File: config.mk
export PLATFORM = sky130hd
export DESIGN_NAME = mult_product_accumulator
export DESIGN_NICKNAME = d
export VERILOG_FILES = /design/src/rtl/mult_product_accumulator.sv
export SDC_FILE = /design/constraint.sdc
export NUM_CORES = 1
export LEC_CHECK = 0
export BUFFER_PORTS_ARGS = -buffer_cell sky130_fd_sc_hd__buf_4
export CAP_MARGIN = 10
export CORE_MARGIN = 2
export CORE_UTILIZATION = 45
export DETAILED_ROUTE_END_ITERATION = 8
export GPL_TIMING_DRIVEN = 1
export PLACE_DENSITY = 0.69
export SYNTH_ARGS = -nofsm -noshare
export SYNTH_HDL_FRONTEND = slang
export SYNTH_SLANG_ARGS = --single-unit
File: constraint.sdc
create_clock -name clk -period 4.3 [get_ports clk]
set_clock_uncertainty 0.2 [all_clocks]
set_input_delay 0.86 -clock clk [delete_from_list [all_inputs] [get_ports clk]]
set_output_delay 0.86 -clock clk [all_outputs]
set_load 0.01 [all_outputs]
File: src/rtl/mult_product_accumulator.sv
// Accumulates a frame of unsigned multiplier products and presents total, term count and overflow.
// Define MULT_ACC_SATURATE_EN to clamp the accumulator at all-ones on overflow instead of wrapping.
`timescale 1ns/1ps
module mult_product_accumulator #(
    parameter int PROD_W    = 8,
    parameter int ACC_W     = 16,
    parameter int CNT_W     = 5,
    parameter int MAX_TERMS = 16
) (
    input  logic              clk,
    input  logic              rst,
    input  logic              clear,
    input  logic              in_valid,
    output logic              in_ready,
    input  logic [PROD_W-1:0] in_product,
    input  logic              in_last,
    output logic              out_valid,
    input  logic              out_ready,
    output logic [ACC_W-1:0]  out_sum,
    output logic [CNT_W-1:0]  out_count,
    output logic              out_overflow,
    output logic              out_forced
);

    typedef enum logic [1:0] {
        IDLE  = 2'd0,
        ACCUM = 2'd1,
        DONE  = 2'd2
    } state_t;

    state_t            state_q, state_d;
    logic [ACC_W-1:0]  acc_q, acc_d;
    logic [CNT_W-1:0]  count_q, count_d;
    logic              ovf_q, ovf_d;
    logic              out_valid_q, out_valid_d;
    logic [ACC_W-1:0]  out_sum_q, out_sum_d;
    logic [CNT_W-1:0]  out_count_q, out_count_d;
    logic              out_overflow_q, out_overflow_d;
    logic              out_forced_q, out_forced_d;

    logic              accept;
    logic              close;
    logic [ACC_W:0]    sum_wide;
    logic [ACC_W-1:0]  acc_next;
    logic              ovf_next;
    logic [CNT_W-1:0]  count_inc;

    assign in_ready  = (state_q != DONE) && !rst;
    assign accept    = in_valid && in_ready;
    assign sum_wide  = {1'b0, acc_q} + {{(ACC_W + 1 - PROD_W){1'b0}}, in_product};
    assign ovf_next  = ovf_q | sum_wide[ACC_W];
    assign count_inc = count_q + CNT_W'(1);
    assign close     = accept && (in_last || (count_inc == CNT_W'(MAX_TERMS)));

`ifdef MULT_ACC_SATURATE_EN
    // Once any add has carried out, the frame stays pinned at full scale.
    assign acc_next = ovf_next ? {ACC_W{1'b1}} : sum_wide[ACC_W-1:0];
`else
    assign acc_next = sum_wide[ACC_W-1:0];
`endif

    always_comb begin
        state_d        = state_q;
        acc_d          = acc_q;
        count_d        = count_q;
        ovf_d          = ovf_q;
        out_valid_d    = out_valid_q;
        out_sum_d      = out_sum_q;
        out_count_d    = out_count_q;
        out_overflow_d = out_overflow_q;
        out_forced_d   = out_forced_q;

        if (clear) begin
            // Result fields keep their last value; only out_valid drops.
            state_d     = IDLE;
            acc_d       = '0;
            count_d     = '0;
            ovf_d       = 1'b0;
            out_valid_d = 1'b0;
        end else begin
            case (state_q)
                IDLE, ACCUM: begin
                    if (accept) begin
                        acc_d   = acc_next;
                        count_d = count_inc;
                        ovf_d   = ovf_next;
                        if (close) begin
                            state_d        = DONE;
                            out_valid_d    = 1'b1;
                            out_sum_d      = acc_next;
                            out_count_d    = count_inc;
                            out_overflow_d = ovf_next;
                            out_forced_d   = !in_last;
                        end else begin
                            state_d = ACCUM;
                        end
                    end
                end
                DONE: begin
                    if (out_valid_q && out_ready) begin
                        state_d     = IDLE;
                        acc_d       = '0;
                        count_d     = '0;
                        ovf_d       = 1'b0;
                        out_valid_d = 1'b0;
                    end
                end
                default: begin
                    state_d     = IDLE;
                    acc_d       = '0;
                    count_d     = '0;
                    ovf_d       = 1'b0;
                    out_valid_d = 1'b0;
                end
            endcase
        end
    end

    always_ff @(posedge clk or posedge rst) begin
        if (rst) begin
            state_q        <= IDLE;
            acc_q          <= '0;
            count_q        <= '0;
            ovf_q          <= 1'b0;
            out_valid_q    <= 1'b0;
            out_sum_q      <= '0;
            out_count_q    <= '0;
            out_overflow_q <= 1'b0;
            out_forced_q   <= 1'b0;
        end else begin
            state_q        <= state_d;
            acc_q          <= acc_d;
            count_q        <= count_d;
            ovf_q          <= ovf_d;
            out_valid_q    <= out_valid_d;
            out_sum_q      <= out_sum_d;
            out_count_q    <= out_count_d;
            out_overflow_q <= out_overflow_d;
            out_forced_q   <= out_forced_d;
        end
    end

    assign out_valid    = out_valid_q;
    assign out_sum      = out_sum_q;
    assign out_count    = out_count_q;
    assign out_overflow = out_overflow_q;
    assign out_forced   = out_forced_q;

endmodule

==> results.md, run 1 <==
- Status: finished, final reports clean
- Post-synth net total: 280
- Drt first-iter violations: 106
- Max Cap Viol: 0
- Worst R2R End: out_sum[7]
- CTS buffer count: 5
- Flop2flop setup slack: 1120 ps
- Placed standard-cell area: 0.00297 mm²
- Remaining antenna violation count: 0
- I/O pin count: 39
- CTS resizes: 0
- Yosys reg bits: 48
- IR Drop Worst-Case VDD: 0.208 mV
- Non-filler cells, final: 365
- Design Power: 1.15 mW
- Post-CTS setup buffer count: 0
- Crit end category: flip-flop
- Post-Synthesis Cells: 255
- Clk buf depth: 2
- Inserted Diodes: 0
- Clock Latency Late Sink: 310 ps
- Main area contributors after synthesis: dfrtp_1, ha_1, mux2_1
- Total gr overflow: 0
- Via/cell ratio: 5.63
- Worst hold path type: reg -> reg
- Gr usage total: 0.198
- Mean area per synthesized cell: 10.3 µm²
- Final period utilization: 0.741
- Worst Max-Slew Pin Slew: 1090 ps
- # setup viols final: 0
- CTS tree: done
- Total number of vias: 2054
- Hold Crit Depth: 1
- Final Critical Period: 3180 ps
- Die area: 0.00647 mm²
- First-pass GRT wire length: 9750 µm
- H-tree level count: 2
- Synth async-reset ratio: 1.00
- Yosys top cell area share: 0.457
- Cell family contributing the most delay on the critical path: simple AND/OR/NAND/NOR gates
- Port bufs: 38
- Ratio of cells with drive above 1 in the final layout: 0.218
- Routed WL: 5770 µm
- Pwr dens: 371 mW/mm²
- Area grow syn2layout: 17.8%
- Design area: 0.00310 mm²
- CP bufs+invs: 0
- Fin nets: 317
- Die H: 80.4 µm
- Sink Count: 48
- Met2 WL post-DR: 2580 µm
- Slew Limit Fails: 0
- FILL cells: 509
- Worst hold start: ovf_q
- Critical path type: reg -> reg
- Core area: 0.00557 mm²
- WL met3: 232 µm
- RSZ-0062 raised after global routing: false
- Worst path max stage delay: 920 ps
- Top cell type by total area after synthesis: dfrtp_1
- Placed cells: 357
- Worst path slowest cell: nor2_1
- Die Width: 80.4 µm
- Synthesis Warnings: 0
- Static Leakage: 1.44 nW
- Row Count: 27
- R2R depth: 6
- Clock root buffer: clkbuf_8
- Hpwl dp: 3990 µm
- TNS Setup: 0 ps
- Routed len/inst: 15.8 µm
- Hold Buf Count CTS: 0
- Sequential share of the synthesized area: 0.457
- Distinct cell type count after synthesis: 54
- Initial cell density of the core: 0.472
- Worst-path cell chain: ha_1 -> nand3_1 -> xnor2_1 -> a31oi_2 -> nor2_1 -> mux2_2
- Synth Flop Type: dfrtp_1
- Drt drc: 0
- F_max: 0.314 GHz
- CP arrival: 3180 ps
- EDFF count, synth: 0
- Reg2Reg Launch Point: count_q[0]
- Nature of the critical path startpoint: flip-flop
- Hold Path End: ovf_q
- WP data required: 4290 ps
- Pin count of the biggest net entering global routing: 49
- Gpl congestion: 0.850
- DRT met1 WL: 2860 µm
- Vias in the first global route: 2009
- 1st-pass router iterations: 4
- Synth top cells by count: dfrtp_1, nand2_1, o21ai_0, xnor2_1
- Max_slew headroom: 0.268
- Top Metal Used: met4
- Most frequent cell after synthesis: dfrtp_1
- Final hold violations: 0
- Mapped cell area: 0.00263 mm²
- CP Max Fanout: 14
- Initial antenna violation count: 0
- Clock transition at path regs: 90 ps
==> per-layer routing <==
layer  up-vias  global-route usage
met1       986               0.278
met5         -                   0
li1       1013                   -
met3         8              0.0281
met4         0              0.0712
met2        47               0.310
==> state kept, by name (all words and copies together) (netlist names) <==
signal	count
out_overflow	1
out_forced	1
out_count	5
count_q	5
acc_q	16
out_sum	16
ovf_q	1
state_q	2
out_valid	1
==> cells by family (layout without fill, tap and decap cells) <==
kind of cell | after synthesis | in the layout | share of synthesized area
buffers and inverters | 19 | 57 | 0.0328
AOI/OAI and AO/OA | 88 | 88 | 0.232
and+or+nand+nor | 63 | 63 | 0.125
adders and majority gates | 11 | 11 | 0.0552
muxes | 13 | 13 | 0.0552
DFF | 48 | 48 | 0.457
xor gates and xnor gates | 13 | 13 | 0.0433
==> report_power, final <==
group          internal [mW]  leakage [nW]  switching [mW]  total, mW
Clock                  0.205        0.0645           0.155      0.360
Sequential             0.502         0.639          0.0307      0.532
Combinational          0.126         0.731           0.129      0.256
==> final cells by class <==
class,count,area (µm²),area share
repair buffers,41,308,0.0994
clock inverters,1,30.0,0.00970
inverters,8,30.0,0.00970
flip-flops and latches,48,1200,0.388
multi-input cells,188,1340,0.433
well taps,72,90.1,0.0291
clock buffers,7,96.3,0.0311
==> cell usage in the layout, fill, tap and decap left out, types with 3 or more instances in the layout <==
master | Yosys | routed
nand3_1 | 5 | 5
mux2_1 | 9 | 9
nor2_1 | 9 | 9
nor2b_1 | 3 | 3
dfrtp_1 | 48 | 48
a22o_1 | 8 | 8
or3_1 | 4 | 4
o21bai_1 | 4 | 4
nor3_1 | 5 | 5
o21a_1 | 4 | 4
o31ai_1 | 3 | 3
mux2_2 | 3 | 3
a21o_1 | 6 | 6
or4_1 | 4 | 4
or2_1 | 3 | 3
nand2_1 | 19 | 19
o21ai_0 | 19 | 19
o21ai_1 | 9 | 9
buf_4 | 1 | 41
ha_1 | 10 | 10
nand4_1 | 3 | 3
xnor2_1 | 11 | 11
o211ai_1 | 4 | 4
inv_1 | 8 | 7
a21oi_1 | 10 | 10
clkbuf_8 | 0 | 7
==> per-stage QoR <==
stage	setup slack, ps	utilization	hold WS [ps]
after floorplan	809	-	253
after global placement	1160	0.533	270
after detailed placement	1140	0.533	278
after CTS	1130	0.556	299
after global routing	870	0.556	315
final	1120	0.556	295
==> how the worst max path moves through the flow <==
stage,start,end,cells past startpoint
2_1_floorplan,rst,out_sum[12],6
3_3_place_gp,clear,out_sum[7],5
3_5_place_dp,clear,out_sum[7],5
4_1_cts,count_q[0],out_sum[7],6
5_1_grt,count_q[0],out_sum[7],6
6_report,count_q[0],out_sum[7],6
Power figures use the tool's default switching activity.
==> run 2: changes to the inputs <==
==> constraint.sdc (replaced) <==
create_clock -name clk -period 3 [get_ports clk]
set_clock_uncertainty 0.2 [all_clocks]
set_input_delay 0.6 -clock clk [delete_from_list [all_inputs] [get_ports clk]]
set_output_delay 0.6 -clock clk [all_outputs]
set_load 0.01 [all_outputs]
==> results.md, run 2 (synthesis results as in run 1) <==
- Status: finished, final reports clean
- Die area: 0.00647 mm²
- Routed len/inst: 15.6 µm
- Worst hold path type: in -> reg
- Pin count of the biggest net entering global routing: 49
- IR Drop Worst-Case VDD: 0.264 mV
- CTS resizes: 0
- Max Cap Viol: 0
- Row Count: 27
- Ratio of cells with drive above 1 in the final layout: 0.232
- Initial cell density of the core: 0.472
- Post-place setup slack: 145 ps
- Nature of the critical path startpoint: flip-flop
- I/O pin count: 39
- Post-CTS setup buffer count: 0
- Crit end category: flip-flop
- Drt first-iter violations: 132
- Clk buf depth: 2
- Die H: 80.4 µm
- CTS buffer count: 5
- TNS Setup: 0 ps
- Remaining antenna violation count: 0
- 1st-pass router iterations: 4
- Sink Count: 48
- Fin Hold WS: 284 ps
- H-tree level count: 2
- Max_slew headroom: 0.593
- Core area: 0.00557 mm²
- Initial antenna violation count: 0
- Port bufs: 38
- Fin nets: 323
- Area grow syn2layout: 17.9%
- Final period utilization: 0.879
- Routed WL: 5770 µm
- Clock Latency Late Sink: 310 ps
- Gpl congestion: 0.856
- Clock root buffer: clkbuf_8
- Critical path type: reg -> reg
- Most frequent cells in the layout: dfrtp_1, buf_4, nand2_1, o21ai_0, xnor2_1
- CP Max Fanout: 14
- Via/cell ratio: 5.60
- Inserted Diodes: 0
- Worst Max-Slew Pin Slew: 611 ps
- Pwr dens: 490 mW/mm²
- Die Width: 80.4 µm
- Gr usage total: 0.204
- Total number of vias: 2071
- CTS tree: done
- CP arrival: 2630 ps
- WP data required: 3000 ps
- Total gr overflow: 0
- Static Leakage: 1.44 nW
- Final Worst Setup Slack: 362 ps
- Final Critical Period: 2640 ps
- Clock transition at path regs: 90 ps
- Most common cell after layout, fill and taps aside: dfrtp_1
- Final hold violations: 0
- Drt drc: 0
- Vias in the first global route: 2096
- Hpwl dp: 4010 µm
- F_max: 0.379 GHz
- Slew Limit Fails: 0
- FILL cells: 511
- RSZ-0062 raised after global routing: false
- Hold Buf Count CTS: 0
- First-pass GRT wire length: 10100 µm
- # setup viols final: 0
## run 2: per-stage QoR
step                cells  total power, mW  cell area [µm²]  utilization
floorplan             255            0.985             2630            -
global placement      363             1.14             3020        0.542
detailed placement    363             1.15             3020        0.542
CTS                   370             1.54             3100        0.556
global route          370             1.61             3100        0.556
finish                370             1.52             3100        0.556
## run 2: path summary, 6_finish.rpt
check	from	end	slack [ps]	cells past startpoint
max in group asynchronous	rst	out_sum[10]	1900	3
worst min-delay path	clear	state_q[1]	280	2
min in group asynchronous	rst	out_sum[9]	290	3
worst min register to register	out_sum[3]	out_sum[3]	290	1
worst max-delay path	count_q[0]	out_count[1]	360	6
worst max register to register	count_q[0]	out_count[1]	360	6
## run 2: critical path, cell delays in order (launching register included)
cell and delay (ps):
dfrtp_1 480, ha_1 310, nand3_1 170, xnor2_1 190
a31oi_2 480, nand2b_4 350, mux2_1 340
## run 2: cell type report
type,instances,area (µm²),area share
inverter,8,33.8,0.0109
sequential,48,1200,0.387
clock inverter,2,12.5,0.00404
clock buffer,5,68.8,0.0222
multi-input combinational,188,1340,0.433
timing repair buffer,47,353,0.114
tap,72,90.1,0.0291
## run 2: routing by layer
metal / GRT usage / wire length (µm)
met4: 0.102 / 177
met2: 0.307 / 2690
met1: 0.283 / 2720
met3: 0.0348 / 183
met5: 0 / 0
## run 2: power by group
part / internal, mW / switching, mW / total, mW / leakage, nW
registers: 0.719 / 0.0416 / 0.760 / 0.639
clock network: 0.158 / 0.224 / 0.383 / 0.0400
logic: 0.187 / 0.189 / 0.376 / 0.757
==> run 3: changes to the inputs <==
--- a/config.mk
+++ b/config.mk
@@ -11,7 +11,7 @@
 export CORE_UTILIZATION = 45
 export DETAILED_ROUTE_END_ITERATION = 8
 export GPL_TIMING_DRIVEN = 1
-export PLACE_DENSITY = 0.69
+export PLACE_DENSITY = 0.72
 export SYNTH_ARGS = -nofsm -noshare
 export SYNTH_HDL_FRONTEND = slang
 export SYNTH_SLANG_ARGS = --single-unit
==> constraint.sdc (replaced) <==
create_clock -name clk -period 2.41 [get_ports clk]
set_clock_uncertainty 0.2 [all_clocks]
set_input_delay 0.482 -clock clk [delete_from_list [all_inputs] [get_ports clk]]
set_output_delay 0.482 -clock clk [all_outputs]
set_load 0.01 [all_outputs]
==> results.md, run 3 (synthesis results as in run 1) <==
- Core area: 0.00557 mm²
- Final period utilization: 0.953
- Worst-path cell chain: ha_1 -> or3_1 -> o31ai_2 -> a31oi_2 -> nor2_2 -> buf_12 -> mux2_2
- Cell depth of the worst setup path: 7
- Clock Latency Late Sink: 300 ps
- Die Width: 80.4 µm
- TNS Setup: 0 ps
- H-tree level count: 2
- Total number of vias: 2166
- Crit end category: flip-flop
- # setup viols final: 0
- Pwr dens: 633 mW/mm²
- Most common cell after layout, fill and taps aside: buf_4
- Worst path max stage delay: 390 ps
- CP arrival: 2290 ps
- Routed len/inst: 15.5 µm
- I/O pin count: 39
- Most frequent cells in the layout: buf_4, dfrtp_1, o21ai_0
- WP data required: 2400 ps
- Final hold violations: 0
- Gpl congestion: 0.826
- Drt first-iter violations: 138
- Placed standard-cell area: 0.00324 mm²
- Clk buf depth: 2
- Pin count of the biggest net entering global routing: 49
- Remaining antenna violation count: 0
- Core Util, Final: 0.608
- Fin nets: 344
- CTS buffer count: 5
- Clock root buffer: clkbuf_8
- Area grow syn2layout: 29.0%
- Nature of the critical path startpoint: flip-flop
- IR Drop Worst-Case VDD: 0.402 mV
- Hpwl dp: 4390 µm
- Sink Count: 48
- Port bufs: 38
- Initial antenna violation count: 0
- Static Leakage: 1.60 nW
- Status: finished, final reports clean
- Initial cell density of the core: 0.472
- Total gr overflow: 0
- Max Cap Viol: 0
- Inserted Diodes: 0
- R2R depth: 7
- Critical path type: reg -> reg
- Final Critical Period: 2300 ps
- Worst path slowest cell: dfrtp_1
- Die H: 80.4 µm
- Ratio of cells with drive above 1 in the final layout: 0.325
- Vias in the first global route: 2161
- Clock transition at path regs: 90 ps
- CP Max Fanout: 9
- CP bufs+invs: 1
- Cell family contributing the most delay on the critical path: simple AND/OR/NAND/NOR gates
- Worst hold path type: in -> reg
- Routed WL: 6090 µm
- Die area: 0.00647 mm²
- Row Count: 27
- Max_slew headroom: 0.597
- Via/cell ratio: 5.53
- Hold Crit Depth: 2
- F_max: 0.435 GHz
- First-pass GRT wire length: 10400 µm
- CTS tree: done
- Design area: 0.00339 mm²
- Slew Limit Fails: 0
- Drt drc: 0
- Worst Max-Slew Pin Slew: 605 ps
- 1st-pass router iterations: 4
- Gr usage total: 0.208
[run 3: changes by cell type in the layout (fill, tap and decap cells not counted), sizes merged]
cell      delta
buf         +21
clkbuf       +2
bufinv       +1
clkinv       -1
clkinvlp     -1
[run 3: routing by layer]
| layer | routed length (µm) | share of wire | GRT usage |
|---|---|---|---|
| met3 | 247 | 0.041 | 0.0371 |
| met1 | 2870 | 0.47 | 0.280 |
| met4 | 74 | 0.012 | 0.0627 |
| met5 | 0 | 0 | 0 |
| met2 | 2900 | 0.48 | 0.341 |
[run 3: through the flow]
stage                     hold WS (ps)  total power [mW]  setup slack [ps]  std cells
after floorplan                    253              1.26             -45.1        255
after global placement             270              1.50             -74.8        382
after detailed placement           279              1.52              -143        382
after CTS                          169              2.16              39.5        390
after global routing               179              2.26             -6.51        392
final                              174              2.15               113        392
[run 3: area by class of cell]
type / count / area, µm²
fillers: 469 / 2180
inverters: 8 / 33.8
flip-flops and latches: 48 / 1200
well taps: 72 / 90.1
clock inverters: 1 / 30.0
repair buffers: 68 / 536
clock buffers: 7 / 96.3
multi-input cells: 188 / 1400
[run 3: worst register-to-register path, stage by stage (launching register included)]
cell     delay (ps)
dfrtp_1         390
ha_1            280
or3_1           340
o31ai_2          80
a31oi_2         170
nor2_2          210
buf_12          170
mux2_2          340
[run 3: final timing paths]
check	start	to	slack, ps
worst max-delay path	count_q[0]	out_sum[14]	110
min in group asynchronous	rst	out_count[1]	190
worst min-delay path	in_last	out_forced	170
worst max register to register	count_q[0]	out_sum[14]	110
max in group asynchronous	rst	acc_q[2]	1420
worst min register to register	ovf_q	ovf_q	290
[run 3: what timing repair did]
item,in CTS,in global routing
setup endpoints to repair,0,5
hold buffers,0,0
buffers inserted,0,2
gates resized for setup,0,1
[run 3: power by group]
group | leakage, nW | internal (mW) | switching (mW) | total (mW)
registers | 0.639 | 0.895 | 0.0543 | 0.949
logic | 0.900 | 0.298 | 0.252 | 0.551
clock network | 0.0645 | 0.367 | 0.279 | 0.646
